## src/rtl/mem_stream_writer_pkg.sv

```systemverilog
// Shared constants, FSM state encoding and length helper for the byte-stream memory writer.
package mem_stream_writer_pkg;

    localparam int unsigned DATA_W = 8;
    localparam int unsigned ADDR_W = 4;
    localparam int unsigned DEPTH  = 2 ** ADDR_W;

    // Burst length counter is one bit wider than the address so it can hold DEPTH itself.
    localparam logic [ADDR_W:0] DEPTH_CNT = (ADDR_W + 1)'(DEPTH);

    typedef enum logic [1:0] {
        StIdle  = 2'd0,
        StWrite = 2'd1,
        StDone  = 2'd2
    } state_e;

    function automatic logic [ADDR_W:0] sat_len(input logic [ADDR_W:0] len);
        return (len > DEPTH_CNT) ? DEPTH_CNT : len;
    endfunction

endpackage

```

## src/rtl/mem_stream_writer_if.sv

```systemverilog
// Handshake, control and read-port bundle of the byte-stream memory writer.
interface mem_stream_writer_if;
    import mem_stream_writer_pkg::*;

    logic              start;
    logic [ADDR_W-1:0] start_addr;
    logic [ADDR_W:0]   len;
    logic              in_valid;
    logic [DATA_W-1:0] in_data;
    logic              in_ready;
    logic              busy;
    logic              done;
    logic [ADDR_W-1:0] wr_addr;
    logic [ADDR_W-1:0] rd_addr;
    logic [DATA_W-1:0] rd_data;

    modport master (
        output start, start_addr, len, in_valid, in_data, rd_addr,
        input  in_ready, busy, done, wr_addr, rd_data
    );

    modport slave (
        input  start, start_addr, len, in_valid, in_data, rd_addr,
        output in_ready, busy, done, wr_addr, rd_data
    );

endinterface

```

## src/rtl/mem_stream_writer_mem.sv

```systemverilog
// 16x8 storage: one synchronous write port, one combinational read port, no reset.
module mem_16x8
    import mem_stream_writer_pkg::*;
(
    input  logic              i_clk,
    input  logic              i_we,
    input  logic [ADDR_W-1:0] i_waddr,
    input  logic [DATA_W-1:0] i_wdata,
    input  logic [ADDR_W-1:0] i_raddr,
    output logic [DATA_W-1:0] o_rdata
);

    logic [DATA_W-1:0] r_mem [DEPTH];

    always_ff @(posedge i_clk) begin
        if (i_we) begin
            r_mem[i_waddr] <= i_wdata;
        end
    end

    // No write-to-read bypass: a same-address read sees the old word until the edge.
    assign o_rdata = r_mem[i_raddr];

endmodule

```

## src/rtl/mem_stream_writer.sv

```systemverilog
// Burst writer: accepts a valid/ready byte stream and stores it at auto-incrementing addresses.
module mem_stream_writer
    import mem_stream_writer_pkg::*;
(
    input  logic               clock,
    input  logic               clearb,
    mem_stream_writer_if.slave bus
);

    state_e            r_state;
    state_e            w_state_next;
    logic [ADDR_W-1:0] r_wr_addr;
    logic [ADDR_W:0]   r_count;

    logic w_in_ready;
    logic w_busy;
    logic w_done;
    logic w_beat;
    logic w_load;
    logic w_last;

    assign w_beat = bus.in_valid & w_in_ready;
    assign w_load = (r_state == StIdle) & bus.start & (bus.len != '0);
    assign w_last = (r_count == (ADDR_W + 1)'(1));

    always_ff @(posedge clock or negedge clearb) begin
        if (!clearb) begin
            r_state <= StIdle;
        end else begin
            r_state <= w_state_next;
        end
    end

    always_comb begin
        w_state_next = r_state;
        unique case (r_state)
            StIdle: begin
                // A zero-length request still reports completion, without writing.
                if (bus.start) begin
                    w_state_next = (bus.len != '0) ? StWrite : StDone;
                end
            end
            StWrite: begin
                if (w_beat && w_last) begin
                    w_state_next = StDone;
                end
            end
            StDone:  w_state_next = StIdle;
            default: w_state_next = StIdle;
        endcase
    end

    always_comb begin
        w_in_ready = 1'b0;
        w_busy     = 1'b0;
        w_done     = 1'b0;
        unique case (r_state)
            StWrite: begin
                w_in_ready = 1'b1;
                w_busy     = 1'b1;
            end
            StDone:  w_done = 1'b1;
            default: ;
        endcase
    end

    always_ff @(posedge clock or negedge clearb) begin
        if (!clearb) begin
            r_wr_addr <= '0;
            r_count   <= '0;
        end else if (w_load) begin
            r_wr_addr <= bus.start_addr;
            r_count   <= sat_len(bus.len);
        end else if (w_beat) begin
            // Address wraps naturally at DEPTH; later beats overwrite earlier words.
            r_wr_addr <= r_wr_addr + 1'b1;
            r_count   <= r_count - 1'b1;
        end
    end

    mem_16x8 u_mem (
        .i_clk   (clock),
        .i_we    (w_beat),
        .i_waddr (r_wr_addr),
        .i_wdata (bus.in_data),
        .i_raddr (bus.rd_addr),
        .o_rdata (bus.rd_data)
    );

    assign bus.in_ready = w_in_ready;
    assign bus.busy     = w_busy;
    assign bus.done     = w_done;
    assign bus.wr_addr  = r_wr_addr;

    a_write_has_count: assert property (@(posedge clock) disable iff (!clearb)
        (r_state == StWrite) |-> (r_count != '0));

    a_done_one_cycle: assert property (@(posedge clock) disable iff (!clearb)
        w_done |=> !w_done);

endmodule

```

## src/flat_wrapper.sv

```systemverilog
// flat-port wrapper written by rule: the top's interface ports become plain ports
module mem_stream_writer_flat import mem_stream_writer_pkg::*;
  (clock, clearb, bus_start, bus_start_addr, bus_len, bus_in_valid, bus_in_data, bus_rd_addr, bus_in_ready, bus_busy, bus_done, bus_wr_addr, bus_rd_data);
  mem_stream_writer_if bus_i ();
  input  logic clock;
  input  logic clearb;
  input wire logic [$bits(bus_i.start)-1:0] bus_start;
  input wire logic [$bits(bus_i.start_addr)-1:0] bus_start_addr;
  input wire logic [$bits(bus_i.len)-1:0] bus_len;
  input wire logic [$bits(bus_i.in_valid)-1:0] bus_in_valid;
  input wire logic [$bits(bus_i.in_data)-1:0] bus_in_data;
  input wire logic [$bits(bus_i.rd_addr)-1:0] bus_rd_addr;
  output wire logic [$bits(bus_i.in_ready)-1:0] bus_in_ready;
  output wire logic [$bits(bus_i.busy)-1:0] bus_busy;
  output wire logic [$bits(bus_i.done)-1:0] bus_done;
  output wire logic [$bits(bus_i.wr_addr)-1:0] bus_wr_addr;
  output wire logic [$bits(bus_i.rd_data)-1:0] bus_rd_data;
  assign bus_i.start = bus_start;
  assign bus_i.start_addr = bus_start_addr;
  assign bus_i.len = bus_len;
  assign bus_i.in_valid = bus_in_valid;
  assign bus_i.in_data = bus_in_data;
  assign bus_i.rd_addr = bus_rd_addr;
  assign bus_in_ready = bus_i.in_ready;
  assign bus_busy = bus_i.busy;
  assign bus_done = bus_i.done;
  assign bus_wr_addr = bus_i.wr_addr;
  assign bus_rd_data = bus_i.rd_data;
  mem_stream_writer u_core (.clock(clock), .clearb(clearb), .bus(bus_i));
endmodule
```

## config.mk

```make
export PLATFORM = sky130hd
export DESIGN_NAME = mem_stream_writer_flat
export DESIGN_NICKNAME = d
export VERILOG_FILES = /design/src/rtl/mem_stream_writer_pkg.sv /design/src/rtl/mem_stream_writer_if.sv /design/src/rtl/mem_stream_writer_mem.sv /design/src/rtl/mem_stream_writer.sv /design/src/flat_wrapper.sv
export SDC_FILE = /design/constraint.sdc
export NUM_CORES = 1
export LEC_CHECK = 0
export CAP_MARGIN = 0
export CORE_UTILIZATION = 55
export CTS_CLUSTER_SIZE = 12
export DETAILED_ROUTE_END_ITERATION = 16
export DONT_BUFFER_PORTS = 1
export GPL_ROUTABILITY_DRIVEN = 0
export GPL_TIMING_DRIVEN = 0
export PLACE_DENSITY = 0.77
export SYNTH_ARGS = -nofsm -noshare
export SYNTH_HDL_FRONTEND = slang
export SYNTH_HIERARCHICAL = 1
export SYNTH_SLANG_ARGS = --single-unit
export TNS_END_PERCENT = 5
```

## constraint.sdc

```tcl
create_clock -name clock -period 3.1 [get_ports clock]
set_input_delay 0.62 -clock clock [delete_from_list [all_inputs] [get_ports clock]]
set_output_delay 0.62 -clock clock [all_outputs]
set_load 0.005 [all_outputs]
```

==> results of run 1 <==
==> worst max-delay path, cell delays in order (launching register included) <==
cell and delay [ns]:
dfrtp_1 0.40, nand3b_1 0.28, inv_1 0.17, buf_2 0.28
or3b_2 0.52, nor3_1 0.59, buf_4 0.27
==> worst paths after layout <==
check	startpoint	to	slack [ns]	cells after the start
worst max-delay path	u_core/r_state[1]	u_core/u_mem/r_mem[0][1]	0.29	6
worst min-delay path	bus_in_data[4]	u_core/u_mem/r_mem[7][4]	0.20	0
worst max register to register	u_core/r_state[1]	u_core/u_mem/r_mem[0][1]	0.29	6
worst min register to register	u_core/r_count[1]	u_core/r_count[1]	0.57	1
max in group asynchronous	clearb	u_core/bus.wr_addr[3]	2.26	1
min in group asynchronous	clearb	u_core/r_count[0]	0.51	1
==> power breakdown <==
part | internal, uW | switching [uW]
registers | 2230 | 135
logic | 287 | 338
clock network | 1390 | 752
total | 3910 | 1230
==> area by class of cell <==
type	instances	area (um^2)	share of cell area, %
clock buffer	18	418	6.44
buffer	13	104	1.60
timing repair buffer	3	25.0	0.386
clock inverter	14	220	3.39
inverter	4	15.0	0.231
multi-input combinational	133	1420	21.9
sequential	139	4120	63.5
tap	133	166	2.56
==> layout by cell type (no fill, tap or decap), types with 4 or more instances in the layout <==
cell type and n:
edfxtp_1 128, nor2_1 21, mux4_2 18, clkbuf_16 16, a22oi_1 16, nand2_1 14, mux4_1 14, dfrtp_1 11
bufinv_16 5, buf_2 5, nor3_1 5, clkinv_4 4, inv_1 4, nand3_1 4, buf_4 4
==> layer usage <==
metal  track usage [%]  vias to the layer above  wire length (um)
li1                  -                     1244                 -
met1              27.7                     1468              4400
met2              38.9                      106              5780
met3              6.72                       15               671
met4              8.13                        0               189
met5                 0                        -                 0
==> metrics by stage <==
stage	std cells	power (uW)	hold slack, ns	cell area [um^2]	util (%)
final	457	5130	0.197	6490	65.8
after global routing	457	5320	0.167	6490	65.8
after CTS	456	5150	0.182	6480	65.7
after detailed placement	423	3010	0.325	5830	59.1
after global placement	422	2980	0.325	5820	59.0
after floorplan	289	2850	0.324	5660	-
==> state kept, by name, indices dropped and copies added (netlist names) <==
register and cells:
u_core/u_mem/r_mem 128, u_core/r_count 5, u_core/bus.wr_addr 4, u_core/r_state 2
==> cells by family (layout without fill, tap and decap cells) <==
family                     count (synthesis)  after routing
buffers and inverters                     17             52
adders and majority gates                  3              3
AOI/OAI and AO/OA                         33             33
and+or+nand+nor                           62             62
xor gates and xnor gates                   3              3
DFF                                      139            139
muxes                                     32             32
==> flow_summary.yaml, run 1 <==
sta:
  finalHoldViolations: 0
  slew_viol_final: 0
  skew_ns: 0.0115
  layout_setup_ws_ns: 0.290
  fmax_ghz: 0.356
  finalSetupTns_ns: 0
  max-slew-margin-rel_pct: 13.1
  min_period_ns: 2.81
  tightest_slew_ns: 1.29
  grt_setup_unrepaired: "no"
  setup_viol: 0
  fin_crit_sh_pct: 90.7
yosys:
  synth-seq-area-share_pct: 72.8
  syn-num-nets: 317
  synthCells: 289
  ys_warn_count: 6
  synth_edf_count: 128
  synthSimpleGateAreaFrac_pct: 5.49
  synth_area_um2: 5660
  syn_avg_cell_area_um2: 19.6
  yosys_most_used_dff: "edfxtp_1"
  ys_top_cells_by_area: "edfxtp_1, mux4_2, mux4_1, dfrtp_1, a22oi_1"
  yosys.area_share.adder_pct: 0.664
  async_reset_ff_share_pct: 7.91
  synth_seq_cells: 139
  synth_top_family_by_area: "multiplexers"
  yosys.area.top_type: "edfxtp_1"
  synth-compound-area-share_pct: 4.78
  synth_xor_area_share_pct: 0.465
  ys_types: 40
  synth_top_area_share_pct: 68.0
  synth.area.mux_share_pct: 13.7
  synth_most_common_cell: "edfxtp_1"
  synth_common_cells: "edfxtp_1, nor2_1, mux4_2"
worst_setup_path:
  start_kind: "register"
  worstPathMaxFanout: 13
  crit_required_ns: 3.33
  cp.arrival_ns: 3.04
  end_kind: "register"
  path_class: "register to register"
floorplanning:
  rows: 36
  start_util_pct: 57.3
  coreArea_um2: 9860
  io_pins: 40
  dieArea_um2: 10700
  die_w_um: 103
  die_y_um: 103
clock_network:
  ctsResizeCount: 0
  cts_sinks: 139
  clk_pin_slew_ns: 0.07
  cts_made_buffers: 17
  cts_tree: "yes"
  htreeDepth: 4
  hold_buffers: 1
  cts_setup_buffers: 0
  clockBufferDepth: 2
  clk_latency_ns: 0.52
  cts.root.buffer_cell: "clkbuf_8"
finish:
  n_fill_cell: 624
  antennaDiodeCount: 0
  layout-drive-gt1-share_pct: 23.1
  syn_to_final_growth_pct: 14.8
  nets: 339
grt:
  antenna_found_initial: 0
  grt_max_degree: 17
  grt_pass1_wl_um: 16200
  grt_usage_pct: 22.8
  grt_overflow_total: 0
  grt_pass1_vias: 2845
detailed_routing:
  drt_iter0_markers: 213
  wl_per_cell_um: 24.2
  detail-route-antenna-nets: 0
  wl_um: 11000
  via_per_inst: 6.20
  vias: 2833
  first_pass_iters: 5
  drc: 0
pwr:
  p_leak_uw: 0.00220
  ir_drop_uv: 493
  p_per_area_nw_per_um2: 791
flow_run:
  drv_cap: 0
status:
  status: "finished, final reports clean"
placed_design:
  hpwlAfterDp_um: 6820
  pre_cts_slack_ns: 0.138
  port_buffers: 0
worst_hold_path:
  hold_path_class: "input port to register"
Power figures use the tool's default switching activity.
==> inputs of run 2 (changes only) <==
Settings changed: ABC_AREA from default to 1.
==> flow_summary.yaml, run 2 <==
finish:
  antennaDiodeCount: 0
  regMostFlops: "u_core/u_mem/r_mem"
  nets: 695
  layout_common_cells: "nand2_1, edfxtp_1, inv_1"
  layout_commonest_cell: "nand2_1"
  layout-drive-gt1-share_pct: 9.71
  largest_register_ffs: 128
  postLayoutCellArea_um2: 7120
  syn_to_final_growth_pct: 11.7
worst_setup_path:
  start_kind: "register"
  cp.arrival_ns: 2.33
  end_kind: "register"
  r2r_setup_slack_ns: 0.80
  crit_required_ns: 3.13
  path_class: "register to register"
  worstPathMaxFanout: 10
  r2r_cells: 5
  r2r_end: "u_core/u_mem/r_mem[12][2]"
  r2r_start: "u_core/r_state[1]"
clock_network:
  htreeDepth: 4
  cts_tree: "yes"
  clk_latency_ns: 0.41
  ctsResizeCount: 0
  clk_pin_slew_ns: 0.06
  cts_made_buffers: 17
  cts_sinks: 139
  clockBufferDepth: 2
  cts.root.buffer_cell: "clkbuf_16"
sta:
  fmax_ghz: 0.435
  min_period_ns: 2.30
  finalHoldViolations: 0
  finalSetupTns_ns: 0
  skew_ns: 0.00708
  setup_viol: 0
  tightest_slew_ns: 1.14
  fin_crit_sh_pct: 74.2
  slew_viol_final: 0
  grt_setup_unrepaired: "no"
  max-slew-margin-rel_pct: 24.0
floorplanning:
  die_y_um: 110
  dieArea_um2: 12000
  rows: 38
  start_util_pct: 57.5
  io_pins: 40
  die_w_um: 110
  coreArea_um2: 11100
detailed_routing:
  wl_per_cell_um: 18.3
  drt_iter0_markers: 569
  via_per_inst: 5.58
  vias: 4575
  detail-route-antenna-nets: 0
  wl_um: 15000
  first_pass_iters: 5
  drc: 0
worst_hold_path:
  hold_end: "u_core/u_mem/r_mem[5][3]"
  min-delay-start: "bus_in_data[3]"
  min_path_cells: 0
  hold_path_class: "input port to register"
yosys:
  synth_edf_count: 128
  synth_top_area_share_pct: 60.3
  yosys.area.top_type: "edfxtp_1"
  synth_common_cells: "nand2_1, edfxtp_1, inv_1"
  syn_avg_cell_area_um2: 9.85
  synth_area_um2: 6370
  ys_top_cells_by_area: "edfxtp_1, nand2_1, nand3_1, inv_1, dfrtp_1"
  synth_seq_cells: 139
  ys_types: 24
  yosys_most_used_dff: "edfxtp_1"
  synth_most_common_cell: "nand2_1"
  async_reset_ff_share_pct: 7.91
  synth-seq-area-share_pct: 64.6
  ys_warn_count: 6
  synthCells: 647
  syn-num-nets: 675
pwr:
  p_leak_uw: 0.00316
  p_per_area_nw_per_um2: 705
  ir_drop_uv: 412
grt:
  grt_overflow_total: 0
  grt_usage_pct: 27.3
  grt_max_degree: 17
  grt_pass1_vias: 4416
  grt_pass1_wl_um: 23000
  antenna_found_initial: 0
placed_design:
  placed_area_um2: 6550
  port_buffers: 0
  hpwlAfterDp_um: 9730
status:
  status: "finished, final reports clean"
flow_run:
  drv_cap: 0
-- run 2: cell types whose count changed in the layout (fill, tap and decap cells not counted), sizes merged, moves of 14 or more --
cell / change
a22oi: -16
buf: +14
inv: +118
mux4: -32
nand2: +185
nand3: +115
-- run 2: worst max-delay path: stages, from the launching register on --
cell and delay [ns]:
dfrtp_1 0.41, inv_1 0.14, nand3_4 0.12, inv_2 0.19, nand3_1 0.16, nor2_1 0.89
-- run 2: repair_timing --
item	4_1_cts	5_1_grt
buffers inserted	0	0
hold endpoints to repair	11	0
hold buffers	1	0
endpoints found under the setup margin	0	0
-- run 2: logic make-up (layout without fill, tap and decap cells) --
group | count (synthesis) | in the layout | share of synthesized area, %
simple gates | 350 | 350 | 23.7
buf+inv | 149 | 182 | 10.3
flops | 139 | 139 | 64.6
compound gates | 4 | 4 | 0.471
fa+ha+maj | 3 | 3 | 0.589
xor+xnor | 2 | 2 | 0.275
-- run 2: layer usage --
metal | up-vias | part of all wire [%] | wire, um | global-route usage, %
li1 | 2116 | - | - | -
met1 | 2144 | 39 | 5810 | 34.6
met2 | 272 | 47 | 7130 | 43.4
met3 | 43 | 10 | 1560 | 7.41
met4 | 0 | 3.4 | 510 | 13.3
met5 | - | 0 | 0 | 0
-- run 2: final cells by class --
| cell class | count | area [um^2] |
|---|---|---|
| clock buffers | 18 | 439 |
| flip-flops and latches | 139 | 4120 |
| multi-input cells | 359 | 1600 |
| fillers | 832 | 3960 |
| repair buffers | 1 | 10.0 |
| inverters | 122 | 458 |
| clock inverters | 14 | 124 |
| well taps | 140 | 175 |
| plain buffers | 27 | 199 |
-- run 2: metrics by stage --
step / hold slack (ns) / instances / total power [uW] / setup slack, ns / utilization (%)
floorplan: 0.324 / 647 / 2950 / 1.20 / -
global placement: 0.325 / 787 / 3110 / 0.808 / 59.1
detailed placement: 0.325 / 787 / 3150 / 0.857 / 59.1
CTS: 0.290 / 820 / 5030 / 0.857 / 64.3
global route: 0.280 / 820 / 5240 / 0.697 / 64.3
finish: 0.301 / 820 / 5020 / 0.799 / 64.3
-- run 2: report_power, final --
group	switching, uW	internal (uW)
combinational	506	265
sequential	129	2230
clock	767	1120
total	1400	3620
-- run 2: how the worst max path moves through the flow --
stage	from	to	slack, ns	cells past startpoint
after floorplan	bus_rd_addr[1]	bus_rd_data[5]	1.20	7
after global placement	bus_in_valid	u_core/u_mem/r_mem[13][0]	0.81	4
after detailed placement	bus_in_valid	u_core/u_mem/r_mem[13][6]	0.86	4
after CTS	u_core/r_state[1]	u_core/u_mem/r_mem[12][0]	0.86	5
after global routing	u_core/r_state[1]	u_core/u_mem/r_mem[12][4]	0.70	5
final	u_core/r_state[1]	u_core/u_mem/r_mem[12][2]	0.80	5
